**config.mk**
```make
export PLATFORM = sky130hd
export DESIGN_NAME = poly_tone_synth
export DESIGN_NICKNAME = d
export VERILOG_FILES = /design/src/rtl/audio_synth_pkg.sv /design/src/rtl/tone_voice.sv /design/src/rtl/poly_tone_synth.sv
export SDC_FILE = /design/constraint.sdc
export NUM_CORES = 1
export LEC_CHECK = 0
export BUFFER_PORTS_ARGS = -buffer_cell sky130_fd_sc_hd__buf_2
export CORE_UTILIZATION = 33
export CTS_CLUSTER_DIAMETER = 60
export DETAILED_ROUTE_END_ITERATION = 10
export MAX_ROUTING_LAYER = met4
export PLACE_DENSITY = 0.54
export SLEW_MARGIN = 20
export SYNTH_ARGS = -nofsm -noshare
export SYNTH_HDL_FRONTEND = slang
export SYNTH_SLANG_ARGS = --single-unit
```
**constraint.sdc**
```tcl
create_clock -name CLOCK_50 -period 14.5 [get_ports CLOCK_50]
set_input_delay 0.725 -clock CLOCK_50 [delete_from_list [all_inputs] [get_ports CLOCK_50]]
set_output_delay 0.725 -clock CLOCK_50 [all_outputs]
set_load 0.01 [all_outputs]
```
**src/rtl/audio_synth_pkg.sv**
```systemverilog
// Shared constants and helpers for the audio synthesis blocks.
package audio_synth_pkg;

  localparam int SAMPLE_W_DEF   = 16;
  localparam int SAMPLE_DIV_48K = 1042;

  function automatic int clog2(input int v);
    int r;
    r = 0;
    for (int i = 0; i < 31; i++)
      if ((1 << i) < v) r = i + 1;
    return r;
  endfunction

  // Clamp a wide signed sum into the signed range of a w-bit sample.
  function automatic longint sat_add(input longint sum, input int w);
    longint hi;
    longint lo;
    hi = (longint'(1) <<< (w - 1)) - 1;
    lo = -(longint'(1) <<< (w - 1));
    if (sum > hi) return hi;
    if (sum < lo) return lo;
    return sum;
  endfunction

endpackage

```
**src/rtl/tone_voice.sv**
```systemverilog
// One square-wave voice: half-period counter, tone bit and linear
// attack/release envelope updated on sample ticks.
module tone_voice #(
  parameter int                  PERIOD_W     = 20,
  parameter int                  ENV_W        = 16,
  parameter logic [ENV_W-1:0]    AMP_MAX      = ENV_W'(32'h2000),
  parameter logic [ENV_W-1:0]    ATTACK_STEP  = ENV_W'(32'h0400),
  parameter logic [ENV_W-1:0]    RELEASE_STEP = ENV_W'(32'h0200)
) (
  input  logic                CLOCK_50,
  input  logic                reset_n,
  input  logic                key_s,
  input  logic [PERIOD_W-1:0] period,
  input  logic                tick,
  output logic                tone,
  output logic [ENV_W-1:0]    env,
  output logic                active
);

  logic [PERIOD_W-1:0] cnt_q, cnt_d;
  logic                tone_q, tone_d;
  logic [ENV_W-1:0]    env_q, env_d;
  logic                active_q;
  logic [ENV_W:0]      env_up;

  assign env_up = {1'b0, env_q} + {1'b0, ATTACK_STEP};

  always_comb begin
    cnt_d  = cnt_q;
    tone_d = tone_q;
    env_d  = env_q;
    // Idle or muted voices park on the low phase so each note starts low.
    if (period == '0 || (!key_s && env_q == '0)) begin
      cnt_d  = '0;
      tone_d = 1'b0;
    end else if (cnt_q >= period - PERIOD_W'(1)) begin
      cnt_d  = '0;
      tone_d = ~tone_q;
    end else begin
      cnt_d  = cnt_q + PERIOD_W'(1);
    end
    if (tick) begin
      if (key_s)
        env_d = (env_up > {1'b0, AMP_MAX}) ? AMP_MAX : env_up[ENV_W-1:0];
      else
        env_d = (env_q > RELEASE_STEP) ? env_q - RELEASE_STEP : '0;
    end
  end

  always_ff @(posedge CLOCK_50) begin
    if (!reset_n) begin
      cnt_q    <= '0;
      tone_q   <= 1'b0;
      env_q    <= '0;
      active_q <= 1'b0;
    end else begin
      cnt_q    <= cnt_d;
      tone_q   <= tone_d;
      env_q    <= env_d;
      active_q <= (env_d != '0);
    end
  end

  assign tone   = tone_q;
  assign env    = env_q;
  assign active = active_q;

endmodule

```
**src/rtl/poly_tone_synth.sv**
```systemverilog
// Polyphonic square-wave source: key synchroniser, sample-tick divider,
// per-voice generators and a saturating mixer with registered output.
module poly_tone_synth
  import audio_synth_pkg::*;
#(
  parameter int                  NUM_VOICES   = 4,
  parameter int                  SAMPLE_W     = SAMPLE_W_DEF,
  parameter int                  PERIOD_W     = 20,
  parameter int                  SAMPLE_DIV   = SAMPLE_DIV_48K,
  parameter logic [SAMPLE_W-1:0] AMP_MAX      = SAMPLE_W'(32'h2000),
  parameter logic [SAMPLE_W-1:0] ATTACK_STEP  = SAMPLE_W'(32'h0400),
  parameter logic [SAMPLE_W-1:0] RELEASE_STEP = SAMPLE_W'(32'h0200)
) (
  input  logic                           CLOCK_50,
  input  logic                           reset_n,
  input  logic [NUM_VOICES-1:0]          keys,
  input  logic [NUM_VOICES*PERIOD_W-1:0] periods,
  output logic signed [SAMPLE_W-1:0]     sample_out,
  output logic                           sample_valid,
  output logic [NUM_VOICES-1:0]          voice_active
);

  localparam int TICK_W = (clog2(SAMPLE_DIV) < 1) ? 1 : clog2(SAMPLE_DIV);
  localparam int MIX_W  = SAMPLE_W + clog2(NUM_VOICES) + 1;

  logic [NUM_VOICES-1:0]               key_m_q, key_s_q;
  logic [TICK_W-1:0]                   tick_cnt_q, tick_cnt_d;
  logic                                tick;
  logic [NUM_VOICES-1:0][PERIOD_W-1:0] period_v;
  logic [NUM_VOICES-1:0][SAMPLE_W-1:0] env_v;
  logic [NUM_VOICES-1:0]               tone_v;
  logic [NUM_VOICES-1:0]               active_v;
  logic signed [MIX_W-1:0]             mix_sum;
  logic signed [SAMPLE_W-1:0]          sample_q, sample_d;
  logic                                valid_q;

  assign period_v   = periods;
  assign tick       = (tick_cnt_q == TICK_W'(SAMPLE_DIV - 1));
  assign tick_cnt_d = tick ? '0 : tick_cnt_q + TICK_W'(1);

  for (genvar i = 0; i < NUM_VOICES; i++) begin : g_voice
    tone_voice #(
      .PERIOD_W    (PERIOD_W),
      .ENV_W       (SAMPLE_W),
      .AMP_MAX     (AMP_MAX),
      .ATTACK_STEP (ATTACK_STEP),
      .RELEASE_STEP(RELEASE_STEP)
    ) u_voice (
      .CLOCK_50(CLOCK_50),
      .reset_n (reset_n),
      .key_s   (key_s_q[i]),
      .period  (period_v[i]),
      .tick    (tick),
      .tone    (tone_v[i]),
      .env     (env_v[i]),
      .active  (active_v[i])
    );
  end

  // Mix uses pre-update tone/env, so a toggle on the tick edge is not seen.
  always_comb begin
    mix_sum = '0;
    for (int i = 0; i < NUM_VOICES; i++) begin
      if (period_v[i] != '0) begin
        if (tone_v[i]) mix_sum = mix_sum + $signed(MIX_W'(env_v[i]));
        else           mix_sum = mix_sum - $signed(MIX_W'(env_v[i]));
      end
    end
    sample_d = SAMPLE_W'(sat_add(longint'(mix_sum), SAMPLE_W));
  end

  always_ff @(posedge CLOCK_50) begin
    if (!reset_n) begin
      key_m_q    <= '0;
      key_s_q    <= '0;
      tick_cnt_q <= '0;
      sample_q   <= '0;
      valid_q    <= 1'b0;
    end else begin
      key_m_q    <= keys;
      key_s_q    <= key_m_q;
      tick_cnt_q <= tick_cnt_d;
      valid_q    <= tick;
      if (tick) sample_q <= sample_d;
    end
  end

  assign sample_out   = sample_q;
  assign sample_valid = valid_q;
  assign voice_active = active_v;

endmodule

```
==> Word-level counts from Yosys, hierarchy flattened <==
Index checks and enable logic that the tools add are counted.
{ "op_classes": {"n_addsub": 24, "n_lt_le_gt_ge": 14, "n_eq_ne": 1, "muxes": 31, "n_bitwise": 5, "n_reduce_logical": 37} }
{ "op_table": {"columns": ["operator", "count"], "rows": [
  ["$mux 16", 19],
  ["$mux 19", 8],
  ["$add 20x1->20 const B", 4],
  ["$ge 20x20->1", 4],
  ["$logic_not 20->1", 4],
  ["$reduce_bool 20->1", 4],
  ["$sub 20x1->20 const B", 4],
  ["$add 16x11->17 const B", 4],
  ["$gt 17x14->1 const B", 4],
  ["$gt 16x10->1 const B", 4],
  ["$logic_not 16->1", 4],
  ["$reduce_bool 16->1", 4],
  ["$sub 16x10->16 const B", 4],
  ["$add 19x17->19", 3],
  ["$sub 19x17->19", 3],
  ["$gt 19x16->1 const B", 1],
  ["$lt 19x16->1 const B", 1],
  ["$sub 1x16->17 const A", 1],
  ["$mux 15", 1],
  ["$reduce_or 3->1", 4],
  ["$add 11x1->11 const B", 1],
  ["$eq 11x11->1 const B", 1],
  ["$reduce_or 2->1", 5],
  ["$not 1->1", 5],
  ["4 further kinds", 15]
]} }
{ "word_totals": {"ff_bits": 188, "out_inout_bits": 21, "wordCells": 133} }

==> Logic depth before layout (Yosys ltp) <==
Gate-level depths: netlist of run 1.
{ "depth": {"word_depth": 17, "depth_mapped": 35} }

==> Cells and area by module <==
Synthesis of run 1 repeated with hierarchy kept, for this count alone.
{ "hier_totals": {"cells_unflattened": 2125, "area_unflattened_um2": 17020.1} }
{ "by_module_without_submodules": {"columns": ["mod", "n_inst", "cells_per_inst", "area_per_inst_um2", "seq_area_each_um2"], "rows": [
  ["tone_voice at g_voice[0].u_voice ...", 3, 318, 2695.1, 760.7],
  ["poly_tone_synth", 1, 865, 6269.8, 720.7],
  ["tone_voice at g_voice[3].u_voice", 1, 306, 2665.1, 760.7]
]} }

==> Least setup slack after synthesis of run 1 <==
OpenSTA, ideal clock, no wires.
{ "synth_path": {"path_type": "input-to-reg", "startpoint": "input port periods[0]", "endpoint": "register sample_q[13] (netlist: sample_out[13])", "t_arrival_ps": 7941, "setup_slack_ps": 6436, "stages": 33, "n_path_buf": 3, "cell_sequence": "inv_1 > ha_1 > or4b_1 > or2_1 > clkbuf_1 > nor4_2 > clkbuf_1 > nor2_1 > fa_1 > a211oi_1 > nor2_1 > o21ai_0 > xor2_1 > o21ai_0 > ha_1 > a21oi_1 > nand3b_1 > o21ai_0 > o21ai_0 > a211oi_1 > xnor2_1 > mux2i_1 > inv_1 > ha_1 > nor2_1 > nor3b_1 > o2bb2ai_1 > xor2_1 > nand2_1 > xnor3_2 > buf_6 > o211ai_1 > a21oi_1"} }
{ "synth_via": {"elab_chain_len": 16} }
{ "synth_lines": {"columns": ["element", "line", "rtl"], "rows": [
  ["start: declaration", "poly_tone_synth.sv:17", "input logic [NUM_VOICES*PERIOD_W-1:0] periods,"],
  ["$reduce_bool 20->1 *", "poly_tone_synth.sv:64", "if (period_v[i] != '0) begin"],
  ["$mux 19 *", "poly_tone_synth.sv:64", null],
  ["$sub 19x17->19 / $add 19x17->19 (equally long branches)", "poly_tone_synth.sv:66, poly_tone_synth.sv:65", null],
  ["$mux 19", "poly_tone_synth.sv:65", "if (tone_v[i]) mix_sum = mix_sum + $signed(MIX_W'(env_v[i]));"],
  ["$mux 19 *", "poly_tone_synth.sv:64", null],
  ["$sub 19x17->19 / $add 19x17->19 (equally long branches)", "poly_tone_synth.sv:66, poly_tone_synth.sv:65", null],
  ["$mux 19", "poly_tone_synth.sv:65", null],
  ["$mux 19 *", "poly_tone_synth.sv:64", null],
  ["$sub 19x17->19 / $add 19x17->19 (equally long branches)", "poly_tone_synth.sv:66, poly_tone_synth.sv:65", null],
  ["$mux 19", "poly_tone_synth.sv:65", null],
  ["$mux 19 *", "poly_tone_synth.sv:64", null],
  ["$gt 19x16->1 / $lt 19x16->1 (equally long branches)", "audio_synth_pkg.sv:21, audio_synth_pkg.sv:22", null],
  ["$mux 15 / $mux 1 (equally long branches)", "audio_synth_pkg.sv:21, audio_synth_pkg.sv:22", null],
  ["$mux 16 / $mux 1 (equally long branches)", "audio_synth_pkg.sv:22", "if (sum < lo) return lo;"],
  ["$mux 16", "audio_synth_pkg.sv:23", "return sum;"],
  ["$mux 16 *", "audio_synth_pkg.sv:22", null],
  ["end signal: assignment", "poly_tone_synth.sv:84", "if (tick) sample_q <= sample_d;"],
  ["end: declaration", "poly_tone_synth.sv:34", "logic signed [SAMPLE_W-1:0] sample_q, sample_d;"]
]} }
Mark *: on every way between the ends. The rest lies on a longest branch, timed or not. The select of a mux whose other input is x is not followed.
A chain may end at the register's enable or synchronous reset.

==> Worst setup path in the final report of run 1 <==
{ "layout_path": {"startpoint": "input port periods[0]", "endpoint": "register sample_q[3] (netlist: sample_out[3])"} }
Same word-level chain as after synthesis.

==> results.md, run 1 <==
- The clock slew seen by the registers of the worst setup and hold paths is 0.07 ns.
- The number of routed nets with antenna violations is 0.
- Yosys mapped a number of flops with a built-in enable equal to 0.
- The min-delay analysis places its worst path in the category reg2reg.
- The run finished with clean final reports.
- The detailed-router iteration count before antenna repair is 5.
- After detailed routing, the number of vias per cell comes to 5.289.
- Among all flip-flop cells after synthesis, the most frequent one is dfxtp_1.
- The most frequent standard cell in the layout excluding fill and tap cells is nor2_1.
- In the layout the commonest cells are nor2_1, dfxtp_1, ha_1.
- The critical path endpoint category is a register.
- The worst reg2reg path startpoint is g_voice[0].u_voice.env[7].
- Hold is met by 0.4341 ns.
- Across every metal layer, demand over resource in global routing totals 17.36%.
- After floorplanning, the core was divided into 80 placement rows.
- The routed layout has 14540 vias.
- Gates resized during post-CTS repair numbered 0.
- Yosys printed 0 warnings.
- In this run the post-CTS setup repair buffer count came out at 0.
- The via count of the first global-routing pass is 13730.
- The minimum period implied by the final worst setup slack is 8.403 ns.
- The floorplan step set the die height to 222.8 µm.
- For this run, the number of standard cells in the final layout without fillers is 2749.
- For this run, the slowest stage of the critical path takes 0.59 ns.
- The critical path class is in2reg.
- The share of async-settable or async-resettable flops after synthesis is 0%.
- The synthesized netlist net count is 2322.
- The DRC marker count from the first detailed-route iteration is 751.
- Between clock sinks in the finished design, the worst skew comes to 0.02049 ns.
- Static timing analysis puts the maximum clock frequency at 119.0 MHz.
- Detailed placement ended at an HPWL of 32310 µm.
- The cell with the largest stage delay on the worst path is xnor3_2.
- STA classifies the critical path startpoint as an input pin.
- The start point of the critical path is periods[0].
- The initial antenna violation count came to 0.
- The synthesized area per cell is 7.835 µm².
- The clock tree synthesis step divided the H-tree into 4 levels.
- The worst-case IR drop observed on VDD is 0.00009151 V.
- The placed instance count is 2717.
- Entering global routing, the biggest net connects 48 pins.
- For the worst setup path, the data arrival time is 8.75 ns.
- The startpoint identified for the worst hold timing path is key_m_q[3].
- The final hold violation count is 0.
- The final net count is 2389.
- The cell sitting at the root of the clock tree is a clkbuf_16.
- Setup repair after global routing left no endpoint under its margin.
- STA puts the critical path data required time at 14.85 ns.
- The number of buffers created by CTS is 17.
- The cell count after synthesis is 2054.
- The horizontal extent of the die is 222.8 µm.
- At the pin with the least slew margin, the transition time is 1.105 ns.
- The synthesis-to-layout area growth is 10.76%.
- After synthesis the netlist holds a flip-flop and latch count of 188.
- The clock drives 188 sinks.
- The repair_antennas step left the layout with diodes totalling 0.
- The global route total overflow is 0.
- The die covers 49650 µm².
- The analysis attributes to cell leakage a power of 7.681 nW.
- The I/O pin count is 107.
- Of the available clock period, the critical path in the final layout requires 57.95%.
- Across the run, the number of max-cap violations was 0.
- The clock tree from TritonCTS is built.
- The routed wire length is 41660 µm.
- The remaining max-slew budget at the tightest pin is 25.68%.
- The number of buffer cells added on primary ports is 106.
- Setup violations remaining at the end of the flow were counted as 0.
- The number of max-slew violations in the final report is 0.
- Of the cells placed in the final design, the portion with a size suffix greater than 1 is 10.12%.
- The clock passes through at most 2 buffers.
- The post-synth design cell area is 16090 µm².
- The maximum fanout along the worst path is 18.
- Setup slack closes at 6.097 ns.
- The initial utilization of the core area, before any placement, comes to 33.56%.
- The final weighted congestion in routability-driven placement is 0.8795.
- The worst slack at placement is 5.667 ns.
- Sequential elements use 23.39% of the synthesized area.
- The number of hold buffers added after CTS was 0.
- In this run the power density over the cells is 60.57 nW/µm².
- After detailed routing, the average wire length per cell comes to 15.16 µm.
- The sum of negative setup slack is 0 ns.
- Clock latency on the worst-skew pair, taken at its later pin, is 0.49 ns.
- The core region is 47950 µm².
- The unique cell type count in the Yosys netlist is 78.
- The first global-routing pass estimated 68460 µm of wire.
- The post-route DRC violation count is 0.
[cells in the mapped netlist, drive strengths merged (35+ instances only)]
| master | number | share of area [%] |
|---|---|---|
| nand2 | 148 | 3.5 |
| inv | 75 | 1.7 |
| o21ai | 120 | 3.8 |
| clkbuf | 62 | 1.4 |
| dfxtp | 188 | 23 |
| xor2 | 112 | 6.1 |
| nor3 | 99 | 3.1 |
| nor2 | 225 | 5.2 |
| and2 | 57 | 2.2 |
| a21o | 50 | 2.3 |
| nor4 | 35 | 1.5 |
| ha | 179 | 14 |
| a21oi | 122 | 3.9 |
| xnor2 | 135 | 7.3 |
| nand3 | 74 | 2.3 |
[worst max-delay path: cells and delay by family]
family	cells	cell delay (ns)
muxes	1	0.43
and+or+nand+nor	9	1.78
buffers and inverters	4	0.54
adders and majority gates	5	1.55
xor gates and xnor gates	4	0.96
AOI/OAI and AO/OA	10	2.77
[sequential cells by signal, summed over array words and instances (netlist names)]
name / cells
g_voice.u_voice.env: 64
g_voice.u_voice.active: 4
g_voice.u_voice.cnt_q: 80
key_s_q: 4
g_voice.u_voice.tone: 4
key_m_q: 4
tick_cnt_q: 11
sample_out: 16
sample_valid: 1
[through the flow]
stage	cell area, µm²	util, %	total power [mW]
6_report	17820	37.18	1.080
5_1_grt	17820	37.18	1.126
4_1_cts	17820	37.16	1.102
3_5_place_dp	17220	35.92	0.5995
3_3_place_gp	17210	35.90	0.5975
2_1_floorplan	16090	-	0.5685
[report_power, final]
| part | internal [mW] | total [mW] | leakage, nW | switching, mW |
|---|---|---|---|---|
| sequential | 0.518 | 0.520 | 1.52 | 0.00225 |
| clock | 0.262 | 0.492 | 0.287 | 0.231 |
| combinational | 0.0297 | 0.0669 | 5.88 | 0.0372 |
| total | 0.809 | 1.08 | 7.68 | 0.270 |
[worst paths after layout]
path	end	slack (ns)	cells after the start
worst max-delay path	sample_out[3]	6.10	33
worst min-delay path	key_s_q[3]	0.43	1
worst max register to register	sample_out[3]	6.35	29
worst min register to register	key_s_q[3]	0.43	1
[metal layers]
layer	global-route usage [%]	share of wire [%]
met1	22.42	50
met2	27.72	46
met3	2.856	3.1
met4	5.050	1.7
met5	-	0
[cell type report]
type / count / area (µm²)
inverter: 75 / 281.5
clock buffer: 18 / 439.2
clock inverter: 14 / 158.9
sequential: 188 / 3764
fill: 4957 / 30120
timing repair buffer: 122 / 650.6
multi-input combinational: 1717 / 11760
tap: 615 / 769.5
[logic make-up after synthesis]
group | synth area share, %
and+or+nand+nor | 24.74
muxes | 2.224
xor gates and xnor gates | 13.59
AOI/OAI and AO/OA | 18.08
buffers and inverters | 3.693
adders and majority gates | 14.29
DFF | 23.39
(Power assumes the default switching activity.)
==> run 2: changes to the inputs <==
==> constraint.sdc (replaced) <==
create_clock -name CLOCK_50 -period 8.1 [get_ports CLOCK_50]
set_input_delay 0.405 -clock CLOCK_50 [delete_from_list [all_inputs] [get_ports CLOCK_50]]
set_output_delay 0.405 -clock CLOCK_50 [all_outputs]
set_load 0.01 [all_outputs]
==> run 2 against run 1 <==
  * Critical path depth up 3
  * Power up 79%
  * Via count increased by 0.88%
  * Sequential power increased by 79%
  * Critical endpoint is now sample_out[2]
  * Largest cell class unchanged
==> results.md, run 2 (synthesis results as in run 1) <==
- The worst reg2reg path startpoint is g_voice[1].u_voice.env[4] (was g_voice[0].u_voice.env[7]).
- The type of the worst min-delay path is in2reg (was reg2reg).
- Setup repair after global routing missed its margin: no (unchanged).
- The number of buffers created by CTS was 17 (unchanged).
- The arrival time of data at the critical path endpoint is 7.91 ns (was 8.75 ns).
- The final setup violation count is 0 (unchanged).
- The DRC marker count from the first detailed-route iteration is 867 (was 751).
- The worst-margin pin slew is 0.9999 ns (was 1.105 ns).
- The number of buffers on the longest clock path is 2 (unchanged).
- The number of buffers inserted by hold repair at cts is 0 (unchanged).
- The clock insertion delay at the later pin of the skew report is 0.49 ns (about the same).
- The overall track demand over capacity in global routing is 17.98% (was 17.36%).
- The post-route DRC violation count is 0 (unchanged).
- The synthesis-to-layout area growth is 11.82% (was 10.76%).
- The buffer count from post-CTS setup fixing came to 0 (unchanged).
- The startpoint type of the worst setup path is an input pin (unchanged).
- The register with the most flip-flops is g_voice.u_voice.cnt_q (unchanged).
- Commonest cells after routing, fill and taps aside: nor2_1, dfxtp_1, ha_1 (unchanged).
- The detailed-router iteration count before antenna repair is 5 (unchanged).
- The most frequent standard cell in the layout excluding fill and tap cells is nor2_1 (unchanged).
- The reg-to-reg endpoint is sample_out[2] (was sample_out[3]).
- The number of max-capacitance violations reported was 0 (unchanged).
- The I/O pin count was 107 (unchanged).
- The routed wire length came to 42610 µm (was 41660 µm).
- The count of vias placed by the detailed router came to 14670 (was 14540).
- The critical path endpoint category is a register (unchanged).
- The initial antenna violation count was 0 (unchanged).
- The number of cells on the worst hold path was 2 (was 1).
- The critical path class is in2reg (unchanged).
- The ratio of total power to cell area is 107.7 nW/µm² (was 60.57 nW/µm²).
- The final clock period utilization by the worst path is 93.27%.
- The reg2reg setup slack was 0.84 ns (was 6.35 ns).
- The final net count is 2410 (was 2389).
- The site row count was 80 (unchanged).
- The horizontal extent of the die is 222.8 µm (unchanged).
- The hold slack is 0.1178 ns (was 0.4341 ns).
- The remaining max-slew budget at the tightest pin is 32.72% (was 25.68%).
- The overall power consumption is 1.938 mW (was 1.080 mW).
- The area taken by multi-input logic gates is 11770 µm² (was 11760 µm²).
- The final hold violation count is 0 (unchanged).
- The total clock sinks is 188 (unchanged).
- The pin count of the biggest net entering global routing is 43 (was 48).
- Run status: complete, no violations (unchanged).
- The H-tree depth reported by CTS is 4 (unchanged).
- The required time of the critical path came to 8.46 ns (was 14.85 ns).
- The number of cell instances on the worst register-to-register path was 29 (unchanged).
- The number of routed nets with antenna violations is 0 (unchanged).
- The routed wirelength normalized by instance count is 15.38 µm (was 15.16 µm).
- The number of filler cells placed in the layout is 4950 (was 4957).
- The core area was 47950 µm² (unchanged).
- The post-cts sizing count is 0 (unchanged).
- The sequential cell area in the final layout is 3764 µm² (unchanged).
- The root buffer selected by CTS is clkbuf_16 (unchanged).
- The die extent in y is 222.8 µm (unchanged).
- The detailed placement HPWL is 33340 µm (was 32310 µm).
- The die outline area was 49650 µm² (unchanged).
- The clock tree skew after final layout was 0.01086 ns (was 0.02049 ns).
- The sink of the worst hold path is key_m_q[3] (was key_s_q[3]).
- Static timing analysis puts the maximum clock frequency at 132.4 MHz.
- The number of flip-flops in the largest register is 80 (unchanged).
- The cell with the largest stage delay on the worst path is xnor3_4 (was xnor3_2).
- The minimum period implied by the final worst setup slack is 7.555 ns.
- The number of antenna cells inserted is 0 (unchanged).
- The starting utilization of the core area is 33.56% (unchanged).
- The start point of the worst hold path is keys[3] (was key_m_q[3]).
- The final weighted congestion in routability-driven placement is 0.9061 (was 0.8795).
- The clock tree from TritonCTS is built (unchanged).
- The number of buffer cells added on primary ports is 106 (unchanged).
- The number of max-slew violations in the final report is 0 (unchanged).
- The maximum single-stage delay on the critical path came to 0.59 ns (about the same).
- The worst-case vdd ir drop is 0.0001731 V (was 0.00009151 V).
- The leakage power is 7.792 nW (was 7.681 nW).
- The wire length of the first global-routing pass is 70390 µm (was 68460 µm).
- The number of vias per cell after detailed routing is 5.295 (was 5.289).
- The clock slew seen by the registers of the worst setup and hold paths is 0.07 ns (about the same).
- The share of cells above drive strength 1 is 11.04% (was 10.12%).
- The via count of the first global-routing pass is 13890 (was 13730).
- The global route total overflow was 0 (unchanged).
- The maximum fanout along the worst path is 18 (unchanged).
==> run 2: layout make-up <==
type                            count  share of cell area [%]
Clock buffer                       19                   2.461
Clock inverter                     13                  0.8691
Inverter                           75                   1.564
Multi-Input combinational cell   1717                   65.42
Sequential cell                   188                   20.91
Tap cell                          615                   4.276
Timing Repair Buffer              143                   4.492
==> run 2: worst max path at each step <==
stage               startpoint        endpoint  slack (ns)  cells after the start
floorplan           periods[0]  sample_out[13]        0.36                     33
global placement    periods[0]   sample_out[6]        0.19                     33
detailed placement  periods[0]   sample_out[2]       -0.03                     33
CTS                 periods[0]   sample_out[2]        0.50                     33
global route        periods[0]  sample_out[14]        0.02                     36
finish              periods[0]   sample_out[2]        0.55                     36
==> run 2: through the flow <==
step                TNS [ns]  area [µm²]  instances  setup WS [ns]  utilization, %
floorplan                  0       16090       2054         0.3559               -
global placement           0       17370       2738         0.1933           36.23
detailed placement   -0.1773       17370       2738       -0.03431           36.23
CTS                        0       17970       2770         0.5002           37.48
global route               0       17990       2770        0.01995           37.53
finish                     0       17990       2770         0.5454           37.53
==> run 2: power by group <==
| part | internal (mW) | switching (mW) |
|---|---|---|
| sequential | 0.927 | 0.00414 |
| combinational | 0.0534 | 0.0673 |
| clock | 0.471 | 0.415 |
| total | 1.45 | 0.486 |
==> run 2: critical path, delay by kind of cell <==
| family | cells | cell delay [ns] |
|---|---|---|
| simple gates | 7 | 1.43 |
| compound gates | 14 | 2.55 |
| buf+inv | 5 | 0.74 |
| xor+xnor | 4 | 0.99 |
| fa+ha+maj | 4 | 1.22 |
| mux | 2 | 0.59 |
==> run 2: routing by layer <==
metal	track usage [%]	part of all wire, %
met5	-	0
met4	4.538	1.2
met3	3.068	3.2
met2	28.83	46
met1	23.30	49
==> run 3: changes to the inputs <==
--- a/config.mk
+++ b/config.mk
@@ -14,4 +14,5 @@
 export SLEW_MARGIN = 20
 export SYNTH_ARGS = -nofsm -noshare
 export SYNTH_HDL_FRONTEND = slang
+export SYNTH_HIERARCHICAL = 1
 export SYNTH_SLANG_ARGS = --single-unit
==> run 3 against run 2 <==
  * Final cell count increased by 4.5%
  * Critical path depth fell by 7
  * Global-route usage about the same
  * Via count rose by 5.5%
==> results.md, run 3 <==
- The reg2reg setup slack came to 0.76 ns (was 0.84 ns).
- The detailed placement HPWL came to 35100 µm (was 33340 µm).
- The most frequent standard cell in the layout excluding fill and tap cells is nor2_1 (unchanged).
- The starting utilization of the core area is 33.72% (was 33.56%).
- The sum of negative setup slack is 0 ns (unchanged).
- The post-synth design cell area was 17020 µm² (was 16090 µm²).
- The total of warnings raised by yosys is 6 (was 0).
- The maximum single-stage delay on the critical path is 0.55 ns (was 0.59 ns).
- The routed wirelength normalized by instance count came to 15.71 µm (was 15.38 µm).
- The die outline area came to 52490 µm² (was 49650 µm²).
- The type of the worst min-delay path is in2reg (unchanged).
- The post-cts sizing count is 0 (unchanged).
- The count of vias placed by the detailed router was 15480 (was 14670).
- The synthesis-to-layout area growth came to 10.78% (was 11.82%).
- The number of vias per cell after detailed routing is 5.347 (was 5.295).
- The clock insertion delay at the later pin of the skew report was 0.49 ns (about the same).
- The synthesized netlist net count was 2390 (was 2322).
- The number of routed nets with antenna violations is 0 (unchanged).
- The critical path endpoint category is a register (unchanged).
- The initial antenna violation count is 0 (unchanged).
- The part of the Yosys area used for sequential elements came to 22.11% (was 23.39%).
- The startpoint type of the worst setup path is a register (was input pin).
- The number of buffer cells added on primary ports was 106 (unchanged).
- The site row count was 82 (was 80).
- The horizontal extent of the die was 229.1 µm (was 222.8 µm).
- The share of cells above drive strength 1 is 11.29% (was 11.04%).
- The remaining max-slew budget at the tightest pin is 35.65% (was 32.72%).
- The main flop type after synthesis was dfxtp_1 (unchanged).
- The DRC marker count from the first detailed-route iteration was 828 (was 867).
- The root buffer selected by CTS is clkbuf_16 (unchanged).
- The number of cell instances on the worst register-to-register path came to 29 (unchanged).
- The arrival time of data at the critical path endpoint is 7.76 ns (was 7.91 ns).
- The register with the most flip-flops is g_voice.u_voice/cnt_q (was g_voice.u_voice.cnt_q).
- Run status: complete, no violations (unchanged).
- The highest achievable clock rate came to 136.2 MHz (was 132.4 MHz).
- The final setup violation count is 0 (unchanged).
- Setup repair after global routing missed its margin: no (unchanged).
- The clock slew seen by the registers of the worst setup and hold paths came to 0.08 ns (was 0.07 ns).
- The worst-margin pin slew came to 0.9564 ns (was 0.9999 ns).
- The start point of the worst hold path is keys[3] (unchanged).
- The minimum period implied by the final worst setup slack is 7.341 ns (was 7.555 ns).
- The H-tree depth reported by CTS was 4 (unchanged).
- The total buffers and inverters traversed by the critical path is 1 (was 5).
- The wire length of the first global-routing pass is 75430 µm (was 70390 µm).
- The final clock period utilization by the worst path is 90.63% (was 93.27%).
- The total clock sinks is 188 (unchanged).
- The worst-case vdd ir drop is 0.0001130 V (was 0.0001731 V).
- The hold slack is 0.1197 ns (was 0.1178 ns).
- The library cell with the highest instance count after synthesis is nor2_1 (unchanged).
- The post-route DRC violation count is 0 (unchanged).
- The ratio of total power to cell area is 102.2 nW/µm² (was 107.7 nW/µm²).
- The buffer count from post-CTS setup fixing is 0 (unchanged).
- The unique cell type count in the Yosys netlist was 97 (was 78).
- The final net count is 2475 (was 2410).
- The worst reg2reg path startpoint is g_voice[0].u_voice/env[1] (was g_voice[1].u_voice.env[4]).
- The cell type group with the largest total delay on the critical path is compound AO/OA/AOI/OAI gates (unchanged).
- The number of max-capacitance violations reported is 0 (unchanged).
- The final weighted congestion in routability-driven placement is 0.9078 (was 0.9061).
- Commonest cells after routing, fill and taps aside: nor2_1, dfxtp_1, ha_1 (unchanged).
- The largest area contributor in the synthesized netlist is dfxtp_1 (unchanged).
- The number of enable-type register cells in the synthesized netlist is 0 (unchanged).
- The cell count after synthesis is 2125 (was 2054).
- The core area is 50480 µm² (was 47950 µm²).
- The number of buffers on the longest clock path is 2 (unchanged).
- The number of buffers created by CTS is 17 (unchanged).
- The global route total overflow is 0 (unchanged).
- The die extent in y is 229.1 µm (was 222.8 µm).
- The sink of the worst hold path is key_m_q[3] (unchanged).
- The synthesized area per cell is 8.009 µm² (was 7.835 µm²).
- The clock tree from TritonCTS is built (unchanged).
- The register bit count reported by yosys is 188 (unchanged).
- The routed wire length is 45490 µm (was 42610 µm).
- The clock tree skew after final layout is 0.01711 ns (was 0.01086 ns).
- The detailed-router iteration count before antenna repair is 6 (was 5).
- The share of async-settable or async-resettable flops after synthesis is 0% (unchanged).
- Most area-consuming cells after synthesis: dfxtp_1, ha_1, xor2_1, nor2_1, xnor2_1 (was dfxtp_1, ha_1, xnor2_1, xor2_1, nor2_1).
- The number of antenna cells inserted was 0 (unchanged).
- The overall track demand over capacity in global routing is 17.98% (about the same).
- The number of max-slew violations in the final report is 0 (unchanged).
- The final hold violation count came to 0 (unchanged).
- The maximum fanout along the worst path is 14 (was 18).
- The pin count of the biggest net entering global routing is 72 (was 43).
- The cell with the largest stage delay on the worst path was xnor3_2 (was xnor3_4).
- The number of buffers inserted by hold repair at cts was 0 (unchanged).
- The reg-to-reg endpoint is sample_out[9] (was sample_out[2]).
- The leakage power was 8.314 nW (was 7.792 nW).
- The number of flip-flops in the largest register came to 80 (unchanged).
- The number of cells on the worst hold path is 2 (unchanged).
- The via count of the first global-routing pass was 14710 (was 13890).
- The critical path class is reg2reg (was in2reg).
- The required time of the critical path is 8.52 ns (was 8.46 ns).
- The I/O pin count was 107 (unchanged).
- The overall power consumption was 1.927 mW (was 1.938 mW).
- Most numerous cell types in the synthesized netlist: nor2_1, dfxtp_1, ha_1 (unchanged).
- The fraction of post-synthesis cell area in the top cell type by area is 22.11% (was 23.39%).
-- run 3: cell count changes in the layout (fill, tap and decap cells not counted), moves of 23 or more --
cell / before / now
and3_1: 32 / 60
buf_4: 37 / 14
nand2_1: 148 / 114
nor2_1: 225 / 258
nor3_1: 97 / 69
o21ai_0: 106 / 65
xnor2_1: 135 / 107
-- run 3: worst register-to-register path, delay by kind of cell, from the launching register on --
family                   cells  cell delay (ns)
AO/OA/AOI/OAI               14             3.77
adder cells (fa/ha/maj)      4             1.24
AND/OR/NAND/NOR              7             0.91
XOR/XNOR                     3             0.80
flip-flops                   1             0.48
buffers and inverters        1             0.07
-- run 3: area by class of cell --
class,count,area [µm²]
Timing Repair Buffer,120,635.6
Tap cell,672,840.8
Sequential cell,188,3764
Clock inverter,15,167.7
Inverter,88,330.3
Clock buffer,17,425.4
Fill cell,5250,31620
Multi-Input combinational cell,1795,12690
-- run 3: cells by family (layout without fill, tap and decap cells) --
kind of cell	after synthesis	count (layout)	share of synthesized area, %
multiplexers	29	29	1.860
XOR/XNOR	241	241	12.58
adder cells (fa/ha/maj)	179	179	13.29
AO/OA/AOI/OAI	473	473	19.33
buffers and inverters	142	240	3.374
flip-flops	188	188	22.11
AND/OR/NAND/NOR	873	873	27.46
-- run 3: routing by layer --
| metal | track usage (%) | routed length (µm) | up-vias |
|---|---|---|---|
| li1 | - | - | 7902 |
| met1 | 22.81 | 21960 | 7279 |
| met2 | 29.30 | 21400 | 254 |
| met3 | 2.615 | 1330 | 46 |
| met4 | 5.563 | 800 | 0 |
| met5 | - | 0 | - |
-- run 3: worst max path at each step --
| stage | startpoint | to | slack (ns) | cells after the start |
|---|---|---|---|---|
| after floorplan | periods[10] | sample_out[9] | 1.27 | 28 |
| final | g_voice[0].u_voice/env[1] | sample_out[9] | 0.76 | 29 |
| after CTS | g_voice[0].u_voice/env[0] | sample_out[9] | 0.68 | 29 |
| after global placement | periods[10] | sample_out[2] | 0.43 | 29 |
| after global routing | g_voice[0].u_voice/env[0] | sample_out[9] | 0.12 | 30 |
| after detailed placement | periods[14] | sample_out[9] | 0.34 | 29 |
-- run 3: power breakdown --
part	internal, mW	switching, mW	leakage [nW]
sequential	0.927	0.00373	1.52
combinational	0.0554	0.0760	6.51
clock	0.416	0.449	0.287
total	1.40	0.529	8.31
-- run 3: stage by stage --
step	setup WS, ns	util [%]	area, µm²	instances
6_report	0.7589	37.35	18850	2895
3_5_place_dp	0.3417	36.17	18260	2863
5_1_grt	0.1155	37.35	18850	2895
2_1_floorplan	1.272	-	17020	2125
3_3_place_gp	0.4343	36.17	18260	2863
4_1_cts	0.6754	37.34	18850	2895
